File: src/rtl/gpio_cmd_ctrl_pkg.sv
// Shared edge-mode encodings and the edge qualification helper for the GPIO command front end.
package gpio_cmd_ctrl_pkg;

  localparam logic [1:0] EDGE_OFF  = 2'b00;
  localparam logic [1:0] EDGE_RISE = 2'b01;
  localparam logic [1:0] EDGE_FALL = 2'b10;
  localparam logic [1:0] EDGE_BOTH = 2'b11;

  // True when the accepted level transition old_lvl -> new_lvl matches the channel mode.
  function automatic logic qualify(input logic [1:0] mode, input logic old_lvl, input logic new_lvl);
    logic rise;
    logic fall;
    rise = !old_lvl && new_lvl;
    fall = old_lvl && !new_lvl;
    case (mode)
      EDGE_RISE: qualify = rise;
      EDGE_FALL: qualify = fall;
      EDGE_BOTH: qualify = rise || fall;
      default:   qualify = 1'b0;
    endcase
  endfunction

endpackage

File: src/rtl/gpio_cmd_channel.sv
// One GPIO channel: synchroniser, debounce counter, edge qualification and sticky pending flag.
module gpio_cmd_channel
  import gpio_cmd_ctrl_pkg::*;
#(
  parameter int unsigned SYNC_STAGES = 2,
  parameter int unsigned DB_CYCLES   = 4,
  parameter int unsigned DB_W        = 3
) (
  input  logic       clk,
  input  logic       rst,
  input  logic       ena,
  input  logic       gpio_in,
  input  logic [1:0] edge_sel,
  input  logic       pend_clr,
  output logic       cmd,
  output logic       level,
  output logic       pending
);

  logic [SYNC_STAGES-1:0] sync_q, sync_d;
  logic [DB_W-1:0]        cnt_q, cnt_d;
  logic                   level_q, level_d;
  logic                   cmd_q, cmd_d;
  logic                   pend_q, pend_d;
  logic                   s;

  assign s = sync_q[SYNC_STAGES-1];

  // Next-state: everything holds while disabled; a new level is accepted after DB_CYCLES mismatches.
  always_comb begin
    sync_d  = sync_q;
    cnt_d   = cnt_q;
    level_d = level_q;
    cmd_d   = cmd_q;
    pend_d  = pend_q;
    if (ena) begin
      sync_d = {sync_q[SYNC_STAGES-2:0], gpio_in};
      cmd_d  = 1'b0;
      if (s == level_q) begin
        cnt_d = '0;
      end else if (cnt_q == DB_W'(DB_CYCLES - 1)) begin
        level_d = s;
        cnt_d   = '0;
        cmd_d   = qualify(edge_sel, level_q, s);
      end else begin
        cnt_d = cnt_q + DB_W'(1);
      end
      pend_d = (pend_q & ~pend_clr) | cmd_d;
    end
  end

  always_ff @(posedge clk or posedge rst) begin
    if (rst) begin
      sync_q  <= '0;
      cnt_q   <= '0;
      level_q <= 1'b0;
      cmd_q   <= 1'b0;
      pend_q  <= 1'b0;
    end else begin
      sync_q  <= sync_d;
      cnt_q   <= cnt_d;
      level_q <= level_d;
      cmd_q   <= cmd_d;
      pend_q  <= pend_d;
    end
  end

  // The held pulse register is masked so a disabled block never presents a command.
  assign cmd     = cmd_q & ena;
  assign level   = level_q;
  assign pending = pend_q;

endmodule

File: src/rtl/gpio_cmd_ctrl.sv
// Multi-channel GPIO command front end; replicates one channel per pin and slices the buses.
module gpio_cmd_ctrl #(
  parameter int unsigned NUM_CH      = 2,
  parameter int unsigned SYNC_STAGES = 2,
  parameter int unsigned DB_CYCLES   = 4,
  parameter int unsigned DB_W        = 3
) (
  input  logic                  clk,
  input  logic                  rst,
  input  logic                  ena,
  input  logic [NUM_CH-1:0]     gpio_in,
  input  logic [2*NUM_CH-1:0]   edge_sel,
  input  logic [NUM_CH-1:0]     pend_clr,
  output logic [NUM_CH-1:0]     cmd,
  output logic [NUM_CH-1:0]     level,
  output logic [NUM_CH-1:0]     pending
);

  for (genvar i = 0; i < NUM_CH; i++) begin : g_ch
    gpio_cmd_channel #(
      .SYNC_STAGES (SYNC_STAGES),
      .DB_CYCLES   (DB_CYCLES),
      .DB_W        (DB_W)
    ) u_ch (
      .clk      (clk),
      .rst      (rst),
      .ena      (ena),
      .gpio_in  (gpio_in[i]),
      .edge_sel (edge_sel[2*i +: 2]),
      .pend_clr (pend_clr[i]),
      .cmd      (cmd[i]),
      .level    (level[i]),
      .pending  (pending[i])
    );
  end

endmodule
File: config.mk
export PLATFORM = sky130hd
export DESIGN_NAME = gpio_cmd_ctrl
export DESIGN_NICKNAME = d
export VERILOG_FILES = /design/src/rtl/gpio_cmd_ctrl_pkg.sv /design/src/rtl/gpio_cmd_channel.sv /design/src/rtl/gpio_cmd_ctrl.sv
export SDC_FILE = /design/constraint.sdc
export NUM_CORES = 1
export LEC_CHECK = 0
export CAP_MARGIN = 25
export CORE_MARGIN = 1
export CORE_UTILIZATION = 47
export CTS_BUF_LIST = sky130_fd_sc_hd__clkbuf_2 sky130_fd_sc_hd__clkbuf_4 sky130_fd_sc_hd__clkbuf_8
export DETAILED_ROUTE_END_ITERATION = 8
export GPL_ROUTABILITY_DRIVEN = 0
export PLACE_DENSITY = 0.79
export SETUP_SLACK_MARGIN = 0.4
export SLEW_MARGIN = 30
export SYNTH_ARGS = -nofsm -noshare
export SYNTH_HDL_FRONTEND = slang
export SYNTH_SLANG_ARGS = --single-unit
export TNS_END_PERCENT = 5
File: constraint.sdc
create_clock -name clk -period 1.3 [get_ports clk]
set_input_delay 0.325 -clock clk [delete_from_list [all_inputs] [get_ports clk]]
set_output_delay 0.325 -clock clk [all_outputs]
set_load 0.005 [all_outputs]
==> results summary <==
The flow ran to the end, but the final reports show violations. The final reports fail on DRC, setup timing. After global routing the overflow that remains totals 0.

The net count of the mapped netlist came out at 94. The commonest cells after synthesis are 16 x dfrtp_1, 9 x inv_1, 6 x buf_4, 6 x ha_1. The worst clock skew is 0.000665 ns. The count of input and output buffers came out at 16.

Cells with a size suffix above 1 make up 27.2% of the layout. The switching portion of total power came out at 31.4%. The min-delay analysis places its worst path in the category primary input to async pin.

The final critical-path required period came out at 1.30 ns. Once the floorplan was initialized, standard cells occupied 52.4% of the core. The number of top-level pins came out at 17. TritonCTS built the clock tree. The final critical-path setup slack came out at -0.00430 ns.

The die covers 1930 um2. Counting along the longest clock path gives a buffer depth of 2. For this run, the post-layout net count is 111. The synthesis warning total is 0. The clock sink count came out at 16. The initial antenna violation count came out at 0. The row count came out at 14. STA classifies the critical path startpoint as a flip-flop. The estimated wirelength of the detail-placed design came out at 1030 um. The portion of synthesized area spent on multiplexers is 5.15%.

The average cell area after synthesis is 10.7 um2. Ranked by total cell area, the synthesized netlist is headed by dfrtp_1 48%, ha_1 9.1%, buf_4 5.5%, inv_1 4.1%, o31ai_1 3.6%. The via total after detailed routing came out at 595. In this design, the stage delay of the slowest critical-path cell is 0.41 ns. The die height came out at 43.9 um. The clock-pin transition on the worst setup and hold timing paths came out at 0.09 ns.

The worst setup path is captured at a flip-flop. The internal power of the cells totals 1070 uW. The most common flop cell mapped by yosys is dfrtp_1.

Summed over all instances, the cell type with the most area after synthesis is dfrtp_1. Synthesis produced a netlist whose cell count is 77. The number of antenna cells inserted is 0. The share of synthesized area in the top cell type comes to 48.5%.

The leakage power came out at 0.000504 uW. The routed design uses 744 um of met2 wire. The clock latency at the later pin of the worst-skew pair came out at 0.28 ns. The worst relative slew slack came out at 82.6%. Before CTS, the worst setup slack after placement is -0.507 ns.

The number of enable flip-flop cells after synthesis came out at 0. The count of routing violations after the opening detailed-route iteration came out at 10. The worst setup path is of the flip-flop to flip-flop kind.

The power per cell area came out at 1440 nW/um2. The most common cell in the synthesized netlist is dfrtp_1. The highest clock frequency the design can meet is 767 MHz.

The post-synthesis async set-or-reset flop share came out at 100%. After floorplanning, the core was sized to cover 1580 um2. The number of distinct library cell variants in the gate-level netlist after synthesis is 20. The compound-gate portion of the synthesized area came out at 13.6%. In this run, synthesis produced a sequential element count of 16. The overall track demand over capacity in global routing is 17.3%. Setup repair after global routing could not meet its margin everywhere.

The worst-case vdd ir drop came out at 0.861 mV. The post-synthesis share of cell area spent on and, or, nand and nor gates came out at 13.0%. Combinational logic burns 40.9% of the power. Relative to the synthesized area, the layout overhead comes to 31.7%. The max-cap violation count came out at 0. For this run, the share of the core covered by cells in the final layout is 69.0%. The number of endpoints with negative hold slack in the final report was 0.

The length of routed met3 wiring is 61 um. The wire length after detailed routing came out at 1560 um. Routed signal wires occupy layers up through met4. The number of levels the H-tree was split into is 1.

The first-pass iteration count of the detailed router is 8. The largest fanout of any net on the critical path is 4. The post-detailed-route count of antenna-violating nets is 0.

TritonCTS created 3 clock buffers. The routed wire length per instance is 14.5 um. The endpoint required time on the critical path came out at 1.50 ns. The post-synthesis xor/xnor area fraction is 0%.

After synthesis, the largest family of logic cells by area is compound AO/OA/AOI/OAI gates. The root buffer cell is clkbuf_4. The max-slew violation total from the final report was 0. The actual slew at the worst max-slew pin came out at 0.260 ns. The share of the yosys chip area belonging to registers came out at 48.5%. The number of remaining DRC errors is 1. The data arrival time of the critical path is 1.51 ns.

The via count of the first global-routing pass is 547. The chip width is 43.9 um. The post-synth design cell area came out at 826 um2. The ratio of final minimum period to clock period is 100%.

Entering global routing, the biggest net connects 23 pins. In this run, flip-flops and latches consume 42.8% of the power. The switching component of the power is 493 uW. The adder and majority gate portion of the synthesized area came out at 9.09%. On the critical path, the stage with the largest delay is an instance of dfrtp_1. The global-route wire length before repair is 2390 um. The met1 routed wirelength after detailed routing is 717 um. In the routed layout, each cell is associated on average with a via count of 5.51. The total setup violations reported at the end of the flow is 1.

Of the total power, the clock network draws 16.3%. The signal on the critical path passes through buf_6 > ha_4 > nand4bb_4 > o32ai_2.
[worst paths after layout]
check / startpoint / slack [ns] / endpoint / cells after the start
max: g_ch[0].u_ch.level / -0.004 / g_ch[0].u_ch.cmd_q / 4
min: rst / 0.33 / g_ch[0].u_ch.cmd_q / 3
max reg2reg: g_ch[0].u_ch.level / -0.004 / g_ch[0].u_ch.cmd_q / 4
min reg2reg: g_ch[1].u_ch.sync_q[0] / 0.48 / g_ch[1].u_ch.sync_q[1] / 2
max in group asynchronous: rst / 0.78 / g_ch[1].u_ch.cnt_q[1] / 3
min in group clk: g_ch[1].u_ch.sync_q[0] / 0.48 / g_ch[1].u_ch.sync_q[1] / 2
[cells by family (layout without fill, tap and decap cells)]
group / after synthesis / after routing
AOI/OAI and AO/OA: 16 / 16
muxes: 4 / 4
DFF: 16 / 16
buffers and inverters: 17 / 32
and+or+nand+nor: 18 / 18
adders and majority gates: 6 / 6
[critical path, delay by kind of cell, from the launching register on]
family	cells	cell delay, ns
flip-flops	1	0.41
adder cells (fa/ha/maj)	1	0.24
AND/OR/NAND/NOR	1	0.22
AO/OA/AOI/OAI	1	0.22
buffers and inverters	1	0.13
[power groups by stage]
stage	clock, uW	sequential, uW	combinational, uW
after CTS	269	660	604
after global placement	0	682	517
final	255	671	640
after floorplan	0	672	408
after detailed placement	0	689	538
after global routing	289	680	714
[registers in the layout, summed over array words and instances, names as in the netlist]
signal and cells:
g_ch.u_ch.sync_q 4, g_ch.u_ch.cmd_q 2, g_ch.u_ch.cnt_q 6, g_ch.u_ch.pending 2
g_ch.u_ch.level 2
[per-stage QoR]
step | setup TNS [ns] | hold slack, ns | power (uW) | area (um2) | std cells
floorplan | 0 | 0.239 | 1080 | 886 | 77
global placement | -4.52 | 0.453 | 1200 | 1030 | 103
detailed placement | -4.83 | 0.463 | 1230 | 1030 | 103
CTS | 0 | 0.336 | 1530 | 1070 | 108
global route | -0.0921 | 0.359 | 1680 | 1090 | 108
finish | -0.00430 | 0.331 | 1570 | 1090 | 108
[layout by cell type, fill, tap and decap left out, drive strengths merged]
master and count:
buf 6, o32ai 3, o21ai 4, dfrtp 16, nand2b 4, nor2 2
a21bo 2, clkdlybuf4s50 9, clkbuf 5, inv 9, mux2 2, nand4bb 2
mux2i 2, ha 6, and2 4, nand2 4, nor2b 2, a21oi 2
o22ai 1, o31ai 4, dlygate4sd2 3
[routing by layer]
| layer | up-vias | GRT usage (%) |
|---|---|---|
| met2 | 15 | 27.5 |
| met5 | - | 0 |
| met3 | 4 | 3.75 |
| met1 | 289 | 22.3 |
| met4 | 0 | 9.09 |
| li1 | 287 | - |
[final cells by class]
class	count	area, um2
clock buffers	3	22.5
fillers	114	489
inverters	9	33.8
multi-input cells	44	428
flip-flops and latches	16	400
well taps	16	20.0
repair buffers	20	183
[what timing repair did]
item | 4_1_cts | 5_1_grt
gates resized for setup | 15 | 12
setup buffers | 2 | 0
hold buffers | 0 | 0
setup endpoints to repair | 22 | 21
pin swaps | 2 | 6
(Power assumes the default switching activity.)
